$ cat src/rtl/divs16_8_if.sv
// rtl/divs16_8_if.sv - start/busy/done handshake and result bundle for divs16_8
interface divs16_8_if;
    logic        start;
    logic [15:0] a;
    logic [7:0]  b;
    logic        busy;
    logic        done;
    logic [7:0]  q;
    logic [7:0]  r;
    logic        ovf;
    logic        dz;

    modport master (
        output start, a, b,
        input  busy, done, q, r, ovf, dz
    );

    modport slave (
        input  start, a, b,
        output busy, done, q, r, ovf, dz
    );
endinterface

$ cat src/rtl/divs16_8.sv
// rtl/divs16_8.sv - sequential signed 16/8 restoring divider, one quotient bit per cycle
module divs16_8 (
    input  logic      clk,
    input  logic      rst,
    divs16_8_if.slave bus
);
    typedef enum logic [1:0] {S_IDLE, S_CALC, S_FIX} state_t;

    state_t      r_state;
    state_t      w_next;
    logic [3:0]  r_cnt;
    logic [7:0]  r_rem;
    logic [15:0] r_quo;
    logic [7:0]  r_dvs;
    logic        r_sa;
    logic        r_sb;
    logic        r_dzp;
    logic        r_done;
    logic [7:0]  r_q;
    logic [7:0]  r_r;
    logic        r_ovf;
    logic        r_dz;

    logic [15:0] w_abs_a;
    logic [7:0]  w_abs_b;
    logic [8:0]  w_shift;
    logic        w_ge;
    logic [7:0]  w_rem_next;
    logic        w_neg;
    logic        w_ovf;
    logic [7:0]  w_q;
    logic [7:0]  w_r;

    assign w_abs_a = bus.a[15] ? (~bus.a + 16'd1) : bus.a;
    assign w_abs_b = bus.b[7]  ? (~bus.b + 8'd1)  : bus.b;

    // The kept remainder is always below |b| <= 128, so the low byte of the
    // subtraction is exact whenever the trial succeeds.
    assign w_shift    = {r_rem, r_quo[15]};
    assign w_ge       = (w_shift >= {1'b0, r_dvs});
    assign w_rem_next = w_ge ? (w_shift[7:0] - r_dvs) : w_shift[7:0];

    assign w_neg = r_sa ^ r_sb;
    assign w_ovf = w_neg ? (r_quo > 16'd128) : (r_quo > 16'd127);
    assign w_q   = w_ovf ? (w_neg ? 8'h80 : 8'h7F)
                         : (w_neg ? (~r_quo[7:0] + 8'd1) : r_quo[7:0]);
    assign w_r   = r_sa ? (~r_rem + 8'd1) : r_rem;

    always_comb begin
        w_next = r_state;
        case (r_state)
            S_IDLE: begin
                if (bus.start) begin
                    w_next = (bus.b == 8'h00) ? S_FIX : S_CALC;
                end
            end
            S_CALC: begin
                if (r_cnt == 4'd15) begin
                    w_next = S_FIX;
                end
            end
            S_FIX:   w_next = S_IDLE;
            default: w_next = S_IDLE;
        endcase
    end

    always_ff @(posedge clk) begin
        if (rst) begin
            r_state <= S_IDLE;
            r_cnt   <= 4'd0;
            r_rem   <= 8'd0;
            r_quo   <= 16'd0;
            r_dvs   <= 8'd0;
            r_sa    <= 1'b0;
            r_sb    <= 1'b0;
            r_dzp   <= 1'b0;
            r_done  <= 1'b0;
            r_q     <= 8'd0;
            r_r     <= 8'd0;
            r_ovf   <= 1'b0;
            r_dz    <= 1'b0;
        end else begin
            r_state <= w_next;
            r_done  <= 1'b0;
            case (r_state)
                S_IDLE: begin
                    if (bus.start) begin
                        r_sa  <= bus.a[15];
                        r_sb  <= bus.b[7];
                        r_quo <= w_abs_a;
                        r_dvs <= w_abs_b;
                        r_rem <= 8'd0;
                        r_cnt <= 4'd0;
                        r_dzp <= (bus.b == 8'h00);
                    end
                end
                S_CALC: begin
                    r_rem <= w_rem_next;
                    r_quo <= {r_quo[14:0], w_ge};
                    r_cnt <= r_cnt + 4'd1;
                end
                S_FIX: begin
                    r_done <= 1'b1;
                    if (r_dzp) begin
                        r_q   <= 8'h00;
                        r_r   <= 8'h00;
                        r_ovf <= 1'b0;
                        r_dz  <= 1'b1;
                    end else begin
                        r_q   <= w_q;
                        r_r   <= w_r;
                        r_ovf <= w_ovf;
                        r_dz  <= 1'b0;
                    end
                end
                default: ;
            endcase
        end
    end

    assign bus.busy = (r_state != S_IDLE);
    assign bus.done = r_done;
    assign bus.q    = r_q;
    assign bus.r    = r_r;
    assign bus.ovf  = r_ovf;
    assign bus.dz   = r_dz;
endmodule

$ cat src/flat_wrapper.sv
// flat-port wrapper written by rule: the top's interface ports become plain ports
module divs16_8_flat 
  (clk, rst, bus_start, bus_a, bus_b, bus_busy, bus_done, bus_q, bus_r, bus_ovf, bus_dz);
  divs16_8_if bus_i ();
  input  logic clk;
  input  logic rst;
  input wire logic [$bits(bus_i.start)-1:0] bus_start;
  input wire logic [$bits(bus_i.a)-1:0] bus_a;
  input wire logic [$bits(bus_i.b)-1:0] bus_b;
  output wire logic [$bits(bus_i.busy)-1:0] bus_busy;
  output wire logic [$bits(bus_i.done)-1:0] bus_done;
  output wire logic [$bits(bus_i.q)-1:0] bus_q;
  output wire logic [$bits(bus_i.r)-1:0] bus_r;
  output wire logic [$bits(bus_i.ovf)-1:0] bus_ovf;
  output wire logic [$bits(bus_i.dz)-1:0] bus_dz;
  assign bus_i.start = bus_start;
  assign bus_i.a = bus_a;
  assign bus_i.b = bus_b;
  assign bus_busy = bus_i.busy;
  assign bus_done = bus_i.done;
  assign bus_q = bus_i.q;
  assign bus_r = bus_i.r;
  assign bus_ovf = bus_i.ovf;
  assign bus_dz = bus_i.dz;
  divs16_8 u_core (.clk(clk), .rst(rst), .bus(bus_i));
endmodule
$ cat config.mk
export PLATFORM = sky130hd
export DESIGN_NAME = divs16_8_flat
export DESIGN_NICKNAME = d
export VERILOG_FILES = /design/src/rtl/divs16_8_if.sv /design/src/rtl/divs16_8.sv /design/src/flat_wrapper.sv
export SDC_FILE = /design/constraint.sdc
export NUM_CORES = 1
export LEC_CHECK = 0
export BUFFER_PORTS_ARGS = -buffer_cell sky130_fd_sc_hd__buf_2
export CORE_MARGIN = 2
export CORE_UTILIZATION = 35
export DETAILED_ROUTE_END_ITERATION = 8
export PLACE_DENSITY = 0.63
export SYNTH_ARGS = -nofsm -noshare
export SYNTH_HDL_FRONTEND = slang
export SYNTH_SLANG_ARGS = --single-unit
$ cat constraint.sdc
create_clock -name clk -period 3.3 [get_ports clk]
set_input_delay 0.165 -clock clk [delete_from_list [all_inputs] [get_ports clk]]
set_output_delay 0.165 -clock clk [all_outputs]
set_load 0.005 [all_outputs]
==> results of run 1 <==
## power groups by stage
stage,logic (W),clock network (W),registers (W)
global route,0.000797,0.000741,0.000875
CTS,0.000699,0.000702,0.000864
detailed placement,0.000697,0,0.000880
global placement,0.000676,0,0.000877
floorplan,0.000553,0,0.000848
finish,0.000703,0.000683,0.000864
## final cells by class
cell class / count / area, sq um
timing repair buffer: 50 / 260
inverter: 24 / 90.1
fill: 995 / 5760
multi-input combinational: 337 / 2190
sequential: 60 / 1200
clock inverter: 1 / 30.0
clock buffer: 14 / 173
tap: 133 / 166
## final timing paths
kind | slack, ns | start | end | cells past startpoint
hold reg to reg | 0.45 | u_core.bus.q[6] | u_core.bus.q[6] | 2
setup reg to reg | 0.94 | u_core.r_rem[2] | u_core.r_rem[1] | 7
setup / recovery | 0.94 | u_core.r_rem[2] | u_core.r_rem[1] | 7
hold / removal | 0.09 | bus_start | u_core.r_dzp | 2
## metrics by stage
step / util / std cells / total power (W) / hold WS [ns] / setup slack [ns]
final: 0.416 / 619 / 0.00225 / 0.0934 / 0.942
after global routing: 0.416 / 619 / 0.00241 / 0.103 / 0.740
after CTS: 0.416 / 619 / 0.00226 / 0.0743 / 0.960
after detailed placement: 0.396 / 604 / 0.00158 / 0.439 / 0.972
after global placement: 0.396 / 604 / 0.00155 / 0.432 / 1.04
after floorplan: - / 447 / 0.00140 / 0.280 / 1.29
## registers in the layout (all words and copies together) (netlist names), 2 cells and up
| signal | count |
|---|---|
| u_core.r_dvs | 8 |
| u_core.r_rem | 8 |
| u_core.r_quo | 16 |
| u_core.bus.r | 8 |
| u_core.bus.q | 8 |
| u_core.r_state | 2 |
| u_core.r_cnt | 4 |
## per-layer routing
metal  vias up  GRT usage
li1       1715          -
met1      1548      0.227
met2        76      0.257
met3        16     0.0254
met4         0     0.0714
met5         -          0
## synthesized netlist by cell type, types with 6 or more instances
cell type,instances,area share
a31oi_1,6,0.010
or4_1,6,0.013
ha_1,13,0.045
o31ai_1,9,0.019
a22oi_1,6,0.013
o221ai_1,13,0.032
xnor2_1,10,0.024
nor2_1,40,0.042
a211oi_1,9,0.019
inv_1,23,0.024
mux2i_1,7,0.020
nand3_1,6,0.0084
clkbuf_1,21,0.022
dfxtp_1,60,0.33
nand2b_1,6,0.010
o211ai_1,7,0.015
o21ai_1,14,0.020
or3_1,8,0.014
o21ai_0,14,0.020
a21oi_1,30,0.042
nand2_1,48,0.050
xor2_1,18,0.044
nor3_1,12,0.017
## logic make-up (layout without fill, tap and decap cells)
group / count (synthesis) / in the layout / share of synthesized area
buf+inv: 50 / 89 / 0.0551
simple gates: 150 / 150 / 0.209
compound gates: 138 / 138 / 0.262
mux: 7 / 7 / 0.0195
xor+xnor: 28 / 28 / 0.0684
fa+ha+maj: 14 / 14 / 0.0509
flops: 60 / 60 / 0.335
## worst max-delay path, stage by stage (launching register included)
cell      delay [ns]
dfxtp_1         0.46
ha_1            0.34
a21o_1          0.19
a21oi_1         0.29
a311oi_1        0.14
buf_4           0.19
or2_1           0.26
a311o_1         0.36
==> results.rst, run 1 <==
.. list-table::
   :header-rows: 1

   * - Metric
     - Value
   * - Result of the run
     - finished, final reports clean
   * - Kind of critical path
     - flop to flop
   * - Total power density per cell area
     - 548 nW/um^2
   * - Antenna violations before repair
     - 0
   * - Sequential share of the synthesized area
     - 0.335
   * - Clock network fraction of design power
     - 0.304
   * - Ratio of cells with drive above 1 in the final layout
     - 0.148
   * - Ys Warns
     - 0
   * - # clock sinks
     - 60
   * - Met1 wire length
     - 4250 microns
   * - Clk_skew
     - 0.00877 ns
   * - Width of the die
     - 105 microns
   * - Setup TNS
     - 0 ns
   * - Most common flop cell mapped by yosys
     - dfxtp_1
   * - Number of hold buffers added after CTS
     - 0
   * - Reg clk slew, reported paths
     - 0.06 ns
   * - Share of the clock period used by the worst path after layout
     - 0.714
   * - Number of DRC markers in iteration 0
     - approximately 180
   * - Final instance area
     - 4110 sq um
   * - Drt drc
     - 0
   * - Final weighted congestion of routability-driven global placement
     - 0.900
   * - Worst Path Max Fanout
     - 13
   * - Count of boundary I/O pins
     - 47
   * - Vias in the first global route
     - 3,138
   * - Detailed-route wire length
     - 8560 microns
   * - Power dissipated by switching net loads
     - 0.000773 W
   * - Number of different library cells in the post-synthesis netlist
     - 56
   * - Number of synthesized flops with an enable pin
     - 0
   * - DIE HEIGHT
     - 105 microns
   * - First-pass DRT Iterations
     - 4
   * - Count of instances resized after the clock tree is built
     - 0
   * - Num rows
     - 36
   * - Placed standard-cell area
     - 3910 sq um
   * - Port buffer count
     - 46
   * - Residual antenna-violating net count after detailed routing
     - 0
   * - Std-Cell Core Area
     - roughly 10000 sq um
   * - Starting utilization of the core area
     - 0.364
   * - Data arrival time of the worst path
     - 2.58 ns
   * - Hold violation total from the final report
     - 0
   * - Die Area
     - 11,100 sq um
   * - CTS tree
     - yes
   * - Critical path endpoint category
     - flop
   * - Post-detail-place hpwl
     - between 6000 and 7000 microns
   * - TritonCTS buffer count
     - 9
   * - Critical Path RT
     - 3.52 ns
   * - Synth async-reset ratio
     - 0
   * - Number of flip-flops and latches in the synthesized netlist
     - 60
   * - Combinational fraction of design power
     - 0.312
   * - Total length of routed met3 wires
     - 348 microns
   * - Max-slew violations
     - 0
   * - Met2 routed wirelength
     - 3760 microns
   * - Insertion delay to the later sink of the worst-skew pair
     - 0.34 ns
   * - Number of instances in the synthesized netlist
     - 447
   * - Per-cell routed wire length
     - 13.8 microns
   * - Highest clock frequency the design can meet
     - between 400 and 500 MHz
   * - Post-synthesis instance area
     - 3590 sq um
   * - Wire length of the first global-routing pass
     - ~15,000 microns
   * - Relative contribution of sequential cells to total power
     - 0.384
   * - Leakage power summed over all cells
     - 1.62 nW
   * - Nets
     - 523
   * - Leading cell type in the layout, fill and taps excluded
     - dfxtp_1
   * - Number of max-cap violations
     - 0
   * - GRT Util Overall
     - 0.165
   * - Most frequent cells in the layout
     - dfxtp_1, nand2_1, buf_2
   * - Final global-route overflow total
     - 0
   * - Net Count, Synth
     - 488
   * - Maximum number of pins on one net before global-route repair
     - 50
   * - Sw Share
     - 0.344
   * - Startpoint Class
     - flop
   * - Vias
     - between 3k and 4k
   * - Transition time of the tightest slew-check pin
     - 1.16 ns
   * - Setup repair after global routing missed its margin
     - no
   * - Internal power
     - 0.00148 W
   * - Number of buffers inserted by post-CTS setup repair
     - 0
   * - Number of antenna diodes
     - 0
   * - Cell at the root of the clock tree
     - clkbuf_8
   * - Peak ir drop on the vdd network
     - roughly 0.00020 V
   * - Layout Area Growth over Synthesis
     - 14.5%
   * - Min cycle time layout
     - 2.36 ns
   * - Class of the most critical hold timing path
     - input pin to flop
   * - Number of vias per cell after detailed routing
     - 5.42
   * - Headroom to the max-slew limit
     - 0.217
   * - Uppermost signal routing layer after detailed routing
     - met4
   * - Worst-case clock buffer depth
     - 2
   * - Average cell area after synthesis
     - between 8 and 9 sq um
   * - Level count of the clock H-tree
     - 3
   * - Setup-failing EPs final
     - 0
Note: power is estimated with default switching activity, not from simulation.
==> run 2, diff against run 1 <==
--- a/config.mk
+++ b/config.mk
@@ -5,11 +5,12 @@
 export SDC_FILE = /design/constraint.sdc
 export NUM_CORES = 1
 export LEC_CHECK = 0
+export ABC_AREA = 1
 export BUFFER_PORTS_ARGS = -buffer_cell sky130_fd_sc_hd__buf_2
 export CORE_MARGIN = 2
 export CORE_UTILIZATION = 35
 export DETAILED_ROUTE_END_ITERATION = 8
-export PLACE_DENSITY = 0.63
+export PLACE_DENSITY = 0.64
 export SYNTH_ARGS = -nofsm -noshare
 export SYNTH_HDL_FRONTEND = slang
 export SYNTH_SLANG_ARGS = --single-unit
==> constraint.sdc (replaced) <==
create_clock -name clk -period 2.1 [get_ports clk]
set_input_delay 0.105 -clock clk [delete_from_list [all_inputs] [get_ports clk]]
set_output_delay 0.105 -clock clk [all_outputs]
set_load 0.005 [all_outputs]
==> results.rst, run 2 <==
.. list-table::
   :header-rows: 1

   * - Metric
     - Value
   * - Synth async-reset ratio
     - 0
   * - Endpoint with the worst hold slack
     - u_core.r_dvs[0]
   * - Total instance count after detailed placement
     - 779
   * - Class of the most critical hold timing path
     - input pin to flop
   * - Average cell area after synthesis
     - roughly 6.5 sq um
   * - Worst-path cell with the longest stage delay
     - dfxtp_1
   * - Result of the run
     - finished, final reports clean
   * - Leading cell types by count after synthesis
     - nand2_1, inv_1, a21oi_1
   * - Worst Path Max Fanout
     - 19
   * - Critical R2R Launch
     - u_core.r_state[0]
   * - CP max stage delay
     - 0.59 ns
   * - First-pass DRT Iterations
     - 4
   * - Post-Place Setup Slack
     - 0.330 ns
   * - # clock sinks
     - 60
   * - Min cycle time layout
     - 1.79 ns
   * - Setup-failing EPs final
     - 0
   * - Starting utilization of the core area
     - 0.362
   * - Residual antenna-violating net count after detailed routing
     - 0
   * - Peak ir drop on the vdd network
     - 0.000626 V
   * - Nets
     - between 600 and 700
   * - Sequential share of the synthesized area
     - 0.304
   * - TritonCTS buffer count
     - 9
   * - Worst R2R Setup Slack
     - 0.31 ns
   * - Hold depth
     - 3
   * - Hold violation total from the final report
     - 0
   * - Level count of the clock H-tree
     - 3
   * - Capture instance of the worst register-to-register path
     - u_core.r_quo[15]
   * - Cell count along the critical path
     - 6
   * - Number of hold buffers added after CTS
     - 0
   * - Dominant delay contributor by cell family on the critical path
     - flip-flops
   * - Largest register FFs
     - 16
   * - GRT Util Overall
     - 0.177
   * - Setup crit start
     - u_core.r_state[0]
   * - Detailed-route wire length
     - slightly below 10,000 microns
   * - Ratio of cells with drive above 1 in the final layout
     - 0.154
   * - Startpoint Class
     - flop
   * - Post-Route Utilization
     - 0.421
   * - Leading cell type in the layout, fill and taps excluded
     - nand2_1
   * - Number of max-cap violations
     - 0
   * - Antenna violations before repair
     - 0
   * - Leading post-synthesis cells by cell area
     - dfxtp_1, nand2_1, a21oi_1
   * - Largest Register
     - u_core.r_quo
   * - Combined buffer and inverter count along the critical path
     - 2
   * - Dominant cell type by area after synthesis
     - dfxtp_1
   * - Number of instances in the synthesized netlist
     - 611
   * - Critical Path RT
     - approximately 2.4 ns
   * - Data arrival time of the worst path
     - 2.05 ns
   * - Transition time of the tightest slew-check pin
     - 0.442 ns
   * - Clk_skew
     - 0.00538 ns
   * - Number of vias per cell after detailed routing
     - 5.01
   * - Ys Warns
     - 0
   * - Setup TNS
     - 0 ns
   * - Final Non-Filler Cells
     - 795
   * - Kind of critical path
     - flop to flop
   * - Number of antenna diodes
     - 0
   * - Cell at the root of the clock tree
     - clkbuf_16
   * - Layout Area Growth over Synthesis
     - 16.3%
   * - R2R cell count
     - 6
   * - DIE HEIGHT
     - 110 microns
   * - Worst-case clock buffer depth
     - 2
   * - Critical path cell sequence
     - inv_2 -> nor2_8 -> inv_2 -> o21ai_0 -> o21ai_0 -> a21oi_1
   * - Wire length of the first global-routing pass
     - 17,200 microns
   * - Port buffer count
     - 46
   * - Per-cell routed wire length
     - 12.3 microns
   * - Std-Cell Core Area
     - about 11,000 sq um
   * - Number of different library cells in the post-synthesis netlist
     - 39
   * - Leakage power summed over all cells
     - 2.15 nW
   * - Total power density per cell area
     - about 1200 nW/um^2
   * - Drt drc
     - 0
   * - Insertion delay to the later sink of the worst-skew pair
     - 0.33 ns
   * - Final weighted congestion of routability-driven global placement
     - 0.932
   * - Reg clk slew, reported paths
     - 0.06 ns
   * - Width of the die
     - 110 microns
   * - Most frequent cells in the layout
     - nand2_1, inv_1, a21oi_1
   * - Count of instances resized after the clock tree is built
     - 0
   * - Headroom to the max-slew limit
     - 0.705
   * - Number of buffers inserted by post-CTS setup repair
     - 0
   * - Number of flip-flops and latches in the synthesized netlist
     - 60
   * - Die Area
     - 12,200 sq um
   * - Maximum number of pins on one net before global-route repair
     - 31
   * - Top cell type's share of synthesized area
     - 0.304
   * - Critical path endpoint category
     - flop
   * - Most common flop cell mapped by yosys
     - dfxtp_1
   * - Post-detail-place hpwl
     - between 7000 and 8000 microns
   * - Final global-route overflow total
     - 0
   * - Share of the clock period used by the worst path after layout
     - 0.852
   * - Setup repair after global routing missed its margin
     - no
   * - Cell with the most instances after synthesis
     - nand2_1
   * - Number of DRC markers in iteration 0
     - 176
   * - Worst Hold Launch
     - bus_b[0]
   * - Setup slack of the critical path after layout
     - around 0.31 ns
   * - Post-synthesis instance area
     - 3960 sq um
   * - Count of boundary I/O pins
     - 47
   * - Net Count, Synth
     - 652
   * - Num rows
     - 38
   * - Highest clock frequency the design can meet
     - 559 MHz
   * - Vias in the first global route
     - between 3k and 4k
   * - Number of synthesized flops with an enable pin
     - 0
   * - Max-slew violations
     - 0
   * - CTS tree
     - yes
   * - Vias
     - ~4.0k
run 2: changes by cell type after synthesis, sizes merged, moves of 8 or more:
cell    delta
nor3       -8
clkbuf    -15
buf       +10
a211oi     -9
a21oi     +35
o31ai      -9
xor2      -12
nor2      +16
inv       +52
or3        -8
nand2    +133
nand3     +60
run 2: final cells by class:
cell class	instances	area, sq um
clock buffers	9	225
clock inverters	7	124
fillers	1159	6330
inverters	76	290
multi-input cells	454	2330
flip-flops and latches	60	1200
well taps	140	175
repair buffers	49	253
run 2: worst max path at each step:
stage	end	slack, ns
floorplan	u_core.r_rem[6]	0.51
global placement	u_core.r_quo[15]	0.35
detailed placement	u_core.r_rem[7]	0.33
CTS	u_core.r_rem[6]	0.32
global route	u_core.r_rem[3]	0.05
finish	u_core.r_quo[15]	0.31
run 2: kinds of logic (layout without fill, tap and decap cells):
family                   Yosys count  count (layout)  synth area share
buffers and inverters             97             141             0.107
AO/OA/AOI/OAI                    104             104             0.143
flip-flops                        60              60             0.304
adder cells (fa/ha/maj)           14              14            0.0462
AND/OR/NAND/NOR                  327             327             0.380
XOR/XNOR                           9               9            0.0199
run 2: where the power goes:
group	total (W)	internal [W]	switching [W]
logic	0.00258	0.000949	0.00163
clock network	0.00173	0.00117	0.000563
registers	0.00143	0.00128	0.000150
total	0.00574	0.00339	0.00235
run 2: routing by layer:
metal / routed length, microns / vias to the layer above / track usage
met2: 4200 / 86 / 0.277
li1: - / 2070 / -
met3: 441 / 16 / 0.0241
met1: 4940 / 1808 / 0.247
met4: 197 / 0 / 0.0705
met5: 0 / - / 0
run 2: through the flow:
stage / hold slack [ns] / power [W] / area, sq um
floorplan: 0.258 / 0.00355 / 3960
global placement: 0.402 / 0.00393 / 4250
detailed placement: 0.425 / 0.00399 / 4250
CTS: 0.0803 / 0.00574 / 4600
global route: 0.110 / 0.00621 / 4600
finish: 0.0816 / 0.00574 / 4600
run 2: worst reg2reg max path: cells and delay by family, from the launching register on:
family,cells,cell delay [ns]
AOI/OAI and AO/OA,3,0.43
buffers and inverters,2,0.40
DFF,1,0.59
and+or+nand+nor,1,0.30
